[src/rtl/button_conditioner_if.sv]
// Event channel from the button conditioner to the consumer: a single-entry
// valid/ready register carrying a 2-bit event code.
interface button_conditioner_if;
  logic       evt_valid;
  logic [1:0] evt_code;
  logic       evt_ready;

  // Producer side: the conditioner drives the event, the consumer drives ready.
  modport master (
    output evt_valid,
    output evt_code,
    input  evt_ready
  );

  // Consumer side.
  modport slave (
    input  evt_valid,
    input  evt_code,
    output evt_ready
  );
endinterface

[src/rtl/button_conditioner.sv]
// Conditions the raw active-low push-button: 2-FF synchroniser, debounce FSM
// with press/long/release classification, and a single-entry event register
// with a sticky drop flag for events lost while the register was full.
module button_conditioner #(
  parameter int unsigned DEBOUNCE_CYCLES = 270_000,
  parameter int unsigned LONG_CYCLES     = 27_000_000
) (
  input  logic                  clk,
  input  logic                  rst_n,
  input  logic                  bbutton,
  output logic                  pressed,
  button_conditioner_if.master  evt,
  output logic                  evt_drop,
  input  logic                  clr_drop
);

  localparam int unsigned DW = $clog2(DEBOUNCE_CYCLES + 1);
  localparam int unsigned LW = $clog2(LONG_CYCLES + 1);

  localparam logic [DW-1:0] D_LAST = DW'(DEBOUNCE_CYCLES - 1);
  localparam logic [LW-1:0] L_LAST = LW'(LONG_CYCLES - 1);

  typedef enum logic [1:0] {
    IDLE     = 2'd0,
    PRESS_DB = 2'd1,
    HELD     = 2'd2,
    REL_DB   = 2'd3
  } state_e;

  typedef enum logic [1:0] {
    EVT_NONE    = 2'b00,
    EVT_PRESS   = 2'b01,
    EVT_LONG    = 2'b10,
    EVT_RELEASE = 2'b11
  } evt_e;

  // Synchroniser
  logic sync1_q;
  logic sb_q;

  // FSM state and counters
  state_e        state_q,     state_d;
  logic [DW-1:0] dcnt_q,      dcnt_d;
  logic [LW-1:0] lcnt_q,      lcnt_d;
  logic          long_done_q, long_done_d;
  logic          pressed_q,   pressed_d;

  // Event register
  logic          evt_valid_q, evt_valid_d;
  evt_e          evt_code_q,  evt_code_d;
  logic          evt_drop_q,  evt_drop_d;
  evt_e          evt_new;

  // Saturating increments and terminal-count decodes shared by the FSM processes
  logic [DW-1:0] dcnt_inc;
  logic [LW-1:0] lcnt_inc;
  logic          deb_done;
  logic          long_hit;

  assign dcnt_inc = (dcnt_q == '1) ? dcnt_q : dcnt_q + DW'(1);
  assign lcnt_inc = (lcnt_q == '1) ? lcnt_q : lcnt_q + LW'(1);
  assign deb_done = (dcnt_q == D_LAST);
  assign long_hit = !long_done_q && (lcnt_q == L_LAST);

  // Two-flop synchroniser; both stages reset to the released (high) level.
  always_ff @(posedge clk or negedge rst_n) begin
    // NOTE: sequential state is updated with non-blocking assignments so every
    // flop samples the pre-edge value of its neighbours, exactly like hardware.
    if (!rst_n) begin
      sync1_q <= 1'b1;
      sb_q    <= 1'b1;
    end else begin
      sync1_q <= bbutton;
      sb_q    <= sync1_q;
    end
  end

  // FSM state register together with the counters and flags it owns.
  always_ff @(posedge clk or negedge rst_n) begin
    if (!rst_n) begin
      state_q     <= IDLE;
      dcnt_q      <= '0;
      lcnt_q      <= '0;
      long_done_q <= 1'b0;
      pressed_q   <= 1'b0;
    end else begin
      state_q     <= state_d;
      dcnt_q      <= dcnt_d;
      lcnt_q      <= lcnt_d;
      long_done_q <= long_done_d;
      pressed_q   <= pressed_d;
    end
  end

  // Next-state logic: debounce both edges, time the long hold while down.
  always_comb begin
    // NOTE: every combinationally assigned signal gets a default first, so no
    // path through the case leaves it unassigned and no latch is inferred.
    state_d     = state_q;
    dcnt_d      = dcnt_q;
    lcnt_d      = lcnt_q;
    long_done_d = long_done_q;
    pressed_d   = pressed_q;
    unique case (state_q)
      IDLE: begin
        if (!sb_q) begin
          state_d = PRESS_DB;
          dcnt_d  = '0;
        end
      end
      PRESS_DB: begin
        if (sb_q) begin
          state_d = IDLE;
        end else if (deb_done) begin
          state_d     = HELD;
          pressed_d   = 1'b1;
          lcnt_d      = '0;
          long_done_d = 1'b0;
        end else begin
          dcnt_d = dcnt_inc;
        end
      end
      HELD: begin
        if (sb_q) begin
          state_d = REL_DB;
          dcnt_d  = '0;
        end else if (long_hit) begin
          long_done_d = 1'b1;
        end else if (!long_done_q) begin
          lcnt_d = lcnt_inc;
        end
      end
      REL_DB: begin
        // A bounce back low resumes the hold; lcnt/long_done are kept so a
        // release bounce neither restarts nor repeats the long-press timer.
        if (!sb_q) begin
          state_d = HELD;
        end else if (deb_done) begin
          state_d   = IDLE;
          pressed_d = 1'b0;
        end else begin
          dcnt_d = dcnt_inc;
        end
      end
      default: state_d = IDLE;
    endcase
  end

  // Output decode: which event, if any, the FSM emits on this edge.
  always_comb begin
    evt_new = EVT_NONE;
    unique case (state_q)
      PRESS_DB: if (!sb_q && deb_done) evt_new = EVT_PRESS;
      HELD:     if (!sb_q && long_hit) evt_new = EVT_LONG;
      REL_DB:   if (sb_q && deb_done)  evt_new = EVT_RELEASE;
      default:  evt_new = EVT_NONE;
    endcase
  end

  // Event register next state: drain on handshake, load or drop a new event.
  always_comb begin
    evt_valid_d = evt_valid_q;
    evt_code_d  = evt_code_q;
    evt_drop_d  = evt_drop_q;
    if (evt_valid_q && evt.evt_ready) begin
      evt_valid_d = 1'b0;
      evt_code_d  = EVT_NONE;
    end
    if (clr_drop) begin
      evt_drop_d = 1'b0;
    end
    if (evt_new != EVT_NONE) begin
      if (!evt_valid_q || evt.evt_ready) begin
        evt_valid_d = 1'b1;
        evt_code_d  = evt_new;
      end else begin
        // Register full and not draining: keep the oldest event, flag the
        // loss. Placed after the clear so a simultaneous set wins.
        evt_drop_d = 1'b1;
      end
    end
  end

  // Event register and sticky drop flag.
  always_ff @(posedge clk or negedge rst_n) begin
    if (!rst_n) begin
      evt_valid_q <= 1'b0;
      evt_code_q  <= EVT_NONE;
      evt_drop_q  <= 1'b0;
    end else begin
      evt_valid_q <= evt_valid_d;
      evt_code_q  <= evt_code_d;
      evt_drop_q  <= evt_drop_d;
    end
  end

  assign pressed       = pressed_q;
  assign evt_drop      = evt_drop_q;
  assign evt.evt_valid = evt_valid_q;
  assign evt.evt_code  = evt_code_q;

endmodule

[src/flat_wrapper.sv]
// flat-port wrapper written by rule: the top's interface ports become plain ports
module button_conditioner_flat 
#(
  parameter int unsigned DEBOUNCE_CYCLES = 270_000,
  parameter int unsigned LONG_CYCLES     = 27_000_000
)
  (clk, rst_n, bbutton, pressed, evt_drop, clr_drop, evt_evt_valid, evt_evt_code, evt_evt_ready);
  button_conditioner_if evt_i ();
  input  logic clk;
  input  logic rst_n;
  input  logic bbutton;
  output logic pressed;
  output logic evt_drop;
  input  logic clr_drop;
  output wire logic [$bits(evt_i.evt_valid)-1:0] evt_evt_valid;
  output wire logic [$bits(evt_i.evt_code)-1:0] evt_evt_code;
  input wire logic [$bits(evt_i.evt_ready)-1:0] evt_evt_ready;
  assign evt_evt_valid = evt_i.evt_valid;
  assign evt_evt_code = evt_i.evt_code;
  assign evt_i.evt_ready = evt_evt_ready;
  button_conditioner #(.DEBOUNCE_CYCLES(DEBOUNCE_CYCLES), .LONG_CYCLES(LONG_CYCLES)) u_core (.clk(clk), .rst_n(rst_n), .bbutton(bbutton), .pressed(pressed), .evt(evt_i), .evt_drop(evt_drop), .clr_drop(clr_drop));
endmodule
[config.mk]
export PLATFORM = sky130hd
export DESIGN_NAME = button_conditioner_flat
export DESIGN_NICKNAME = d
export VERILOG_FILES = /design/src/rtl/button_conditioner_if.sv /design/src/rtl/button_conditioner.sv /design/src/flat_wrapper.sv
export SDC_FILE = /design/constraint.sdc
export NUM_CORES = 1
export LEC_CHECK = 0
export CAP_MARGIN = 20
export CORE_MARGIN = 2
export CORE_UTILIZATION = 63
export DETAILED_ROUTE_END_ITERATION = 7
export DONT_BUFFER_PORTS = 1
export PLACE_DENSITY = 0.91
export SLEW_MARGIN = 25
export SYNTH_ARGS = -nofsm -noshare
export SYNTH_HDL_FRONTEND = slang
export SYNTH_SLANG_ARGS = --single-unit
[constraint.sdc]
create_clock -name clk -period 3.45 [get_ports clk]
set_clock_uncertainty 0.1 [all_clocks]
set_input_delay 0.1725 -clock clk [delete_from_list [all_inputs] [get_ports clk]]
set_output_delay 0.1725 -clock clk [all_outputs]
set_load 0.02 [all_outputs]
==> results.yml <==
status:
  status: "finished clean"
worst_setup_path:
  critPathLaunchType: "register"
  max_stage_delay_ps: 730
  critPathLaunch: "u_core.dcnt_q[15]"
  crit_arrival_ps: 2970
  critPathSlowestCell: "or4_1"
  crit_type: "register to register"
  timing.rr.start: "u_core.dcnt_q[15]"
  cpMostUsedCell: "or4_1"
  critPathMaxFanout: 13
  crit_required_ps: 3590
  path_cells: "or4_1, or4_1, o221ai_2, or3_1, mux2i_1"
  endpoint_kind: "register"
route:
  met1Wirelength_um: 3130
  drc_errors: 0
  wl_met3_um: 627
  antenna_left: 0
  via_count: 2949
  drt-total-wl_um: 7270
  firstDrtPassIters: 5
  drtIter0Drc: 352
  route.top_layer_used: "met4"
  viasPerCell: 6.94
  met2_length_um: 3340
  wire_per_inst_um: 17.1
sta:
  setup_viol: 0
  tns_ps: 0
  rsz0062_at_grt: "false"
  drv_slew: 0
  max_freq_ghz: 0.354
  worst_slew_pin_slew_ps: 769
  period_share_pct: 81.8
  min_period_ps: 2820
  hold_violations: 0
  max_slew_margin_pct: 48.3
  fin_ws_ps: 629
synth:
  synthCells: 354
  seq_area_frac_synth_pct: 42.8
  synth-main-ff-cell: "dfrtp_1"
  synth_top_area_share_pct: 41.1
  synthDistinctLibCells: 53
  synth_seq_cells: 54
  syn_avg_cell_area_sq_um: 8.94
  ys_top_cells_by_area: "dfrtp_1, a21oi_1, nand2_1"
  yosysWarnings: 0
  synth.most_common_cell: "dfrtp_1"
  synth_top_area_cell: "dfrtp_1"
  ys_async_sr_fraction_pct: 100
  synth_edf_count: 0
  syn_area_sq_mm: 0.00316
  synth_common_cells: "dfrtp_1, nand2_1, a21oi_1"
  postSynthNetCount: 361
finish:
  fin_nets: 365
  n_antenna_cell: 0
  design_area_sq_mm: 0.00337
  drive_above_1_share_pct: 7.54
  fillers: 339
  syn2layout_area_growth_pct: 6.57
clocking:
  h-tree-depth: 2
  post_cts_resized: 0
  clock-sinks: 54
  cts_tree: "done"
  insertion_delay_ps: 310
  cts_buffers: 5
  post_cts_buffers: 0
  cts.clk_slew.worst_paths_ps: 100
  clock-root-buffer: "clkbuf_8"
  ctsLongestPathBuffers: 2
global_route:
  antenna_found_initial: 0
  grt_pass1_vias: 2650
  grt_pass1_wl_um: 12100
  grt_usage_pct: 28.0
  grt-ovfl-total: 0
  grt_max_degree: 55
placement:
  pre_cts_slack_ps: 670
  placed_cell_area_sq_mm: 0.00322
  io_buffers: 0
  place_hpwl_um: 4850
  gp_congestion: 0.910
floorplanning:
  core_area_sq_mm: 0.00479
  die_w_um: 74.9
  dieArea_sq_mm: 0.00560
  num_rows: 25
  start_util_pct: 66.1
  pin_count: 10
  die_h_um: 74.9
power_and_ir_drop:
  power_density_mw_per_mm2: 312
  p_int_uw: 800
  clkPwrFrac_pct: 32.3
  p_switching_uw: 252
  seq_power_share_pct: 62.4
  leakagePower_uw: 0.00128
  power_frac_comb_pct: 5.2
  swShare_pct: 24.0
  peakVddDrop_v: 0.000214
  power_uw: 1050
min_path:
  hold_start: "evt_evt_ready"
  hold_path_class: "input port to register"
flow_run:
  cap_viol_max_count: 0
path summary, 6_finish.rpt:
check	endpoint	slack, ps	depth (start not counted)
setup / recovery	u_core.dcnt_q[12]	630	5
hold / removal	u_core.evt.evt_code[0]	8	2
setup reg to reg	u_core.dcnt_q[12]	630	5
hold reg to reg	u_core.sb_q	260	0
max in group asynchronous	u_core.sync1_q	2670	2
min in group asynchronous	u_core.lcnt_q[0]	290	2
cell families (layout without fill, tap and decap cells):
family | Yosys count | in the layout | synth area share [%]
buffers and inverters | 27 | 31 | 3.96
XOR/XNOR | 3 | 3 | 0.831
multiplexers | 9 | 9 | 2.85
adder cells (fa/ha/maj) | 2 | 2 | 0.791
AO/OA/AOI/OAI | 87 | 87 | 17.4
flip-flops | 54 | 54 | 42.8
AND/OR/NAND/NOR | 172 | 172 | 31.4
cells in the final DEF (no fill, tap or decap), types with 3 or more instances in the layout:
| cell type | count |
|---|---|
| o31ai_1 | 11 |
| and2_1 | 5 |
| buf_4 | 7 |
| mux2i_1 | 9 |
| o211ai_1 | 5 |
| nor2_1 | 15 |
| o21ai_0 | 23 |
| nand2b_1 | 3 |
| dlygate4sd3_1 | 4 |
| inv_1 | 12 |
| and3_1 | 10 |
| nor3_1 | 11 |
| or4_1 | 9 |
| nand3_1 | 23 |
| and4_1 | 5 |
| a21oi_1 | 28 |
| nor4_1 | 8 |
| nand4_1 | 17 |
| nand2_1 | 34 |
| or3_1 | 20 |
| clkbuf_8 | 5 |
| dfrtp_1 | 52 |
sequential cells by signal (all words and copies together) (netlist names), named ones only:
signal,flops
u_core.evt_drop,1
u_core.long_done_q,1
u_core.evt.evt_code,2
u_core.evt.evt_valid,1
u_core.state_q,1
u_core.sb_q,1
u_core.dcnt_q,19
u_core.lcnt_q,25
u_core.sync1_q,1
u_core.pressed,1
power groups by stage:
| stage | Sequential [uW] | Clock, uW | Combinational [uW] |
|---|---|---|---|
| global route | 658 | 372 | 62.6 |
| CTS | 656 | 349 | 55.4 |
| finish | 657 | 340 | 55.2 |
| floorplan | 664 | 0 | 29.5 |
| global placement | 668 | 0 | 33.6 |
| detailed placement | 669 | 0 | 35.2 |
what timing repair did:
item / 4_1_cts / 5_1_grt
setup endpoints to repair: 0 / 0
hold buffers: 5 / 0
hold endpoints to repair: 57 / 0
per-layer routing:
metal	GRT usage [%]	vias to the layer above
met1	38.5	1404
met4	11.5	0
met2	43.2	155
li1	-	1358
met5	0	-
met3	6.16	32
cell type report:
type	instances	area, sq um	area share, %
Inverter	12	45.0	1.34
Clock inverter	2	10.0	0.297
Tap cell	67	83.8	2.49
Timing Repair Buffer	12	120	3.56
Sequential cell	54	1350	40.2
Clock buffer	5	68.8	2.04
Multi-Input combinational cell	273	1690	50.1
per-stage QoR:
step	util (%)	cells	hold slack (ps)
3_3_place_gp	67.3	413	-222
3_5_place_dp	67.4	413	-222
5_1_grt	70.4	425	17.7
2_1_floorplan	-	354	-223
4_1_cts	70.4	425	0.388
6_report	70.4	425	7.53
worst max-delay path: cells and delay by family, from the launching register on:
kind,cells,cell delay [ps]
flip-flops,1,440
multiplexers,1,170
AND/OR/NAND/NOR,3,1510
AO/OA/AOI/OAI,1,530
Power figures use the tool's default switching activity.
